**config.mk**
```make
export PLATFORM = sky130hd
export DESIGN_NAME = bus_arbiter
export DESIGN_NICKNAME = d
export VERILOG_FILES = /design/src/rtl/bus_arbiter.sv
export SDC_FILE = /design/constraint.sdc
export NUM_CORES = 1
export LEC_CHECK = 0
export CAP_MARGIN = 20
export CORE_ASPECT_RATIO = 1.75
export CORE_MARGIN = 4
export CORE_UTILIZATION = 35
export DETAILED_ROUTE_END_ITERATION = 10
export GPL_TIMING_DRIVEN = 0
export PLACE_DENSITY = 0.57
export SETUP_SLACK_MARGIN = 0.4
export SYNTH_ARGS = -nofsm -noshare
export SYNTH_HDL_FRONTEND = slang
export SYNTH_SLANG_ARGS = --single-unit
```
**constraint.sdc**
```tcl
create_clock -name clk -period 5.3 [get_ports clk]
set_clock_uncertainty 0.1 [all_clocks]
set_input_delay 1.325 -clock clk [delete_from_list [all_inputs] [get_ports clk]]
set_output_delay 1.325 -clock clk [all_outputs]
set_load 0.01 [all_outputs]
```
**src/rtl/bus_arbiter.sv**
```systemverilog
// Round-robin owner arbitration for the shared serial bus, with a hold-time watchdog.
// One master owns the bus at a time; a single turnaround cycle separates owners.
module bus_arbiter #(
   parameter int NUM_MASTERS    = 2,
   parameter int OWNER_W        = 1,
   parameter int TIMEOUT_CYCLES = 64,
   parameter int TIMEOUT_W      = 16
) (
   input  logic                   clk,
   input  logic                   reset,
   input  logic [NUM_MASTERS-1:0] approval_request,
   input  logic [NUM_MASTERS-1:0] tx_done,
   output logic [NUM_MASTERS-1:0] approval_grant,
   output logic                   busy,
   output logic [OWNER_W-1:0]     bus_owner,
   output logic                   owner_valid,
   output logic                   timeout_flag
);
   typedef enum logic [1:0] {
      IDLE    = 2'd0,
      OWNED   = 2'd1,
      RELEASE = 2'd2
   } state_e;

   state_e                   state_q, state_d;
   logic [NUM_MASTERS-1:0]   grant_q, grant_d;
   logic [OWNER_W-1:0]       owner_q, owner_d;
   logic [OWNER_W-1:0]       rr_q, rr_d;
   logic [TIMEOUT_W-1:0]     wd_q, wd_d;
   logic                     tflag_q, tflag_d;

   logic [2*NUM_MASTERS-1:0] req_dbl;
   logic [NUM_MASTERS-1:0]   req_rot;
   logic                     found;
   logic [OWNER_W-1:0]       sel;
   logic                     own_done, own_drop, own_timeout;

   // Rotate the requests so bit 0 lines up with the rr pointer; the lowest set bit wins.
   assign req_dbl = {approval_request, approval_request} >> rr_q;
   assign req_rot = req_dbl[NUM_MASTERS-1:0];

   always_comb begin
      found = 1'b0;
      sel   = '0;
      for (int k = NUM_MASTERS - 1; k >= 0; k--) begin
         if (req_rot[k]) begin
            found = 1'b1;
            sel   = OWNER_W'((int'(rr_q) + k) % NUM_MASTERS);
         end
      end
   end

   assign own_done    = tx_done[owner_q];
   assign own_drop    = !approval_request[owner_q];
   assign own_timeout = (TIMEOUT_CYCLES != 0) &&
                        (wd_q == TIMEOUT_W'(TIMEOUT_CYCLES - 1));

   always_comb begin
      state_d = state_q;
      grant_d = grant_q;
      owner_d = owner_q;
      rr_d    = rr_q;
      wd_d    = wd_q;
      tflag_d = 1'b0;
      unique case (state_q)
         IDLE: begin
            if (found) begin
               state_d      = OWNED;
               grant_d      = '0;
               grant_d[sel] = 1'b1;
               owner_d      = sel;
               wd_d         = '0;
            end
         end
         OWNED: begin
            if (own_done || own_drop || own_timeout) begin
               state_d = RELEASE;
               grant_d = '0;
               // The flag marks a forced release only; a clean finish on the last cycle is normal.
               tflag_d = own_timeout && !own_done && !own_drop;
               rr_d    = (owner_q == OWNER_W'(NUM_MASTERS - 1)) ? '0
                                                                : owner_q + OWNER_W'(1);
            end else begin
               wd_d = wd_q + TIMEOUT_W'(1);
            end
         end
         RELEASE: state_d = IDLE;
         default: state_d = IDLE;
      endcase
   end

   always_ff @(posedge clk or negedge reset) begin
      if (!reset) begin
         state_q <= IDLE;
         grant_q <= '0;
         owner_q <= '0;
         rr_q    <= '0;
         wd_q    <= '0;
         tflag_q <= 1'b0;
      end else begin
         state_q <= state_d;
         grant_q <= grant_d;
         owner_q <= owner_d;
         rr_q    <= rr_d;
         wd_q    <= wd_d;
         tflag_q <= tflag_d;
      end
   end

   assign approval_grant = grant_q;
   assign busy           = (state_q != IDLE);
   assign owner_valid    = (state_q == OWNED);
   assign bus_owner      = owner_q;
   assign timeout_flag   = tflag_q;
endmodule

```
==> impl_results.md <==
- Static Leakage: 0.6813 nW
- Area share of the largest cell type after synthesis: 42.32%
- Yosys reg bits: 23
- Most common cell in the netlist: dfrtp_1
- Worst setup margin: 2.010 ns
- Congestion Overflow GR: 0
- Clk root buf: clkbuf_8
- Max-slew violations: 0
- Via density: 6.099
- Number of flops mapped to enable cells by yosys: 0
- CTS Buffer Depth: 2
- Most Crowded Layer GR: met2
- Nature of the critical path startpoint: register
- Setup_tns: 0 ns
- VDD IR-drop max: 0.1600 mV
- Worst-path cell with the longest stage delay: clkdlybuf4s50_1
- Chip height: 90.47 um
- Starting density of the core: 36.75%
- Pre-CTS setup slack: 2.035 ns
- Setup bufs post-CTS: 0
- Status: complete, no violations
- Actual slew at the worst max-slew pin: 0.7850 ns
- First-pass GRT wire length: 5.775 mm
- Worst reg2reg path endpoint: wd_q[10]
- GRT Util Overall: 15.54%
- Area Overhead vs Synth: 16.28%
- WL per Instance: 17.28 um
- Drt first pass iters: 4
- Yosys cell types: 47
- Largest net degree at the start of global routing: 24
- GRT met3 Usage: 2.149%
- Critical path fanouts, max: 7
- Max_cap viols: 0
- Commonest cells in the synthesized netlist: 23 x dfrtp_1, 17 x nand2_1, 9 x nor4_1, 8 x a21oi_1, 8 x nand3_1
- Nets@finish: 165
- CP Capture Type: output pin
- Top cells by area, synth: dfrtp_1 42%, nand2_1 4.7%, mux2i_1 4.4%
- ANT nets after route: 0
- Grt met2 use: 27.37%
- N_diodes: 0
- Number of I/O pins: 12
- Pwr per Cell Area: 357.4 nW/um2
- Cell area after synthesis: 1360 um2
- Cts repair resizes: 0
- Hold Path Stages: 1
- Residual DRC: 0
- RSZ-0062 raised after global routing: no
- Vias in the first global route: 1,165
- Worst r2r path cells: 7
- Crit-path cells: inv_2, nand2_1, inv_1, clkdlybuf4s50_1
- CTS tree: built
- Met1 GRT Util: 18.24%
- Worst skew pair latency: 0.27 ns
- Placed insts: 198
- Average cell area after synthesis: 9.511 um2
- Final period utilization: 62.08%
- Number of buffers added on ports: 9
- Fin. Hold Viols: 0
- Hold_sp: wd_q[14]
- CP max stage delay: 0.59 ns
- Reg2Reg Setup Slack: 3.03 ns
- Worst Hold End: wd_q[14]
- Die area: 4986 um2
- CTS H-tree depth: 1
- RePlAce Congestion: 0.8315
- Slew headroom: 47.31%
- Seq/Total Area, Yosys: 42.32%
- Total core area: 3701 um2
- WP data arrival: 1.86 ns
- Synthesized Nets: 150
- Hold crit path type: register to register
- Worst r2r src: wd_q[0]
- CTS buffer count: 3
- Maximum clock rate: 0.3040 GHz
- Share of layout cells above drive strength 1: 12.10%
- Final HPWL DP: 2.542 mm
- Final WL: 3.507 mm
- Fraction of registers with async set/reset: 100.0%
- Hold buffer count at CTS: 0
- Clock Sinks: 23
- Synth Flop Type: dfrtp_1
- Iter 0 DRT Violations: 38
- Initial antenna violation count: 0
- Die span in x: 55.12 um
- Crit path required time: 3.88 ns
- Final std cells w/o fill: 203
- Synth area leader: dfrtp_1
- Critical path type: register to output pin
- Fin crit period: 3.290 ns
- Final setup fails: 0
- Cells after Synth: 143
- Yosys warns: 0
- Vias: 1,238
- Site row count: 29
- Reg clk slew, reported paths: 0.09 ns
==> registers in the layout, indices dropped and copies added, names as in the netlist <==
register / count
approval_grant: 2
bus_owner: 1
rr_q: 1
state_q: 2
timeout_flag: 1
wd_q: 16
==> metal layers <==
layer	part of all wire, %	up-vias
met2	54	40
li1	-	579
met1	39	612
met3	4.9	7
met5	0	-
met4	1.9	0
==> where the power goes <==
part,total (mW),switching (mW),internal (mW)
combinational,0.211,0.125,0.0856
sequential,0.239,0.0357,0.203
clock,0.115,0.0627,0.0527
==> kinds of logic after synthesis <==
group | Yosys count | synth area share (%)
buffers and inverters | 13 | 6.623
AND/OR/NAND/NOR | 64 | 27.60
adder cells (fa/ha/maj) | 1 | 0.9198
flip-flops | 23 | 42.32
AO/OA/AOI/OAI | 36 | 18.12
multiplexers | 6 | 4.416
==> cells in the final DEF (no fill, tap or decap), drive strengths merged, types with 2 or more instances in the layout <==
cell,synthesis,routed
a21oi,8,8
a221o,2,2
a31oi,4,4
and3,5,5
and4,3,3
buf,5,6
clkbuf,2,5
clkdlybuf4s50,0,9
dfrtp,23,23
inv,6,6
mux2i,6,6
nand2,17,17
nand2b,3,3
nand3,8,8
nand4,5,5
nor2,4,4
nor3b,2,2
nor4,9,9
o21a,4,4
o21ai,6,6
o22a,2,2
o31ai,2,2
or4,2,2
==> area by class of cell <==
class / instances / area (um2)
fill: 387 / 2120
clock inverter: 1 / 5.005
tap: 46 / 57.56
inverter: 6 / 22.52
sequential: 23 / 575.6
buffer: 7 / 67.56
clock buffer: 3 / 41.29
multi-input combinational: 107 / 694.4
timing repair buffer: 10 / 117.6
==> how the worst max path moves through the flow <==
stage / from / end / slack, ns
floorplan: approval_request[0] / wd_q[12] / 2.65
global placement: tx_done[1] / wd_q[5] / 2.09
detailed placement: tx_done[1] / wd_q[5] / 2.04
CTS: state_q[1] / owner_valid / 1.98
global route: state_q[1] / owner_valid / 1.91
finish: state_q[1] / owner_valid / 2.01
==> metrics by stage <==
| step | instance area (um2) | hold WS, ns | util, % | power [mW] |
|---|---|---|---|---|
| 2_1_floorplan | 1360 | 0.3626 | - | 0.3587 |
| 3_3_place_gp | 1508 | 0.3903 | 40.74 | 0.4483 |
| 3_5_place_dp | 1508 | 0.4143 | 40.74 | 0.4526 |
| 4_1_cts | 1554 | 0.4250 | 41.99 | 0.5653 |
| 5_1_grt | 1582 | 0.4675 | 42.73 | 0.5978 |
| 6_report | 1582 | 0.4173 | 42.73 | 0.5652 |
==> critical path, delay by kind of cell (launching register included) <==
family	cells	cell delay, ns
flip-flops	1	0.43
buffers and inverters	3	0.96
AND/OR/NAND/NOR	1	0.19
No activity file was read; power rests on OpenSTA's default activity.
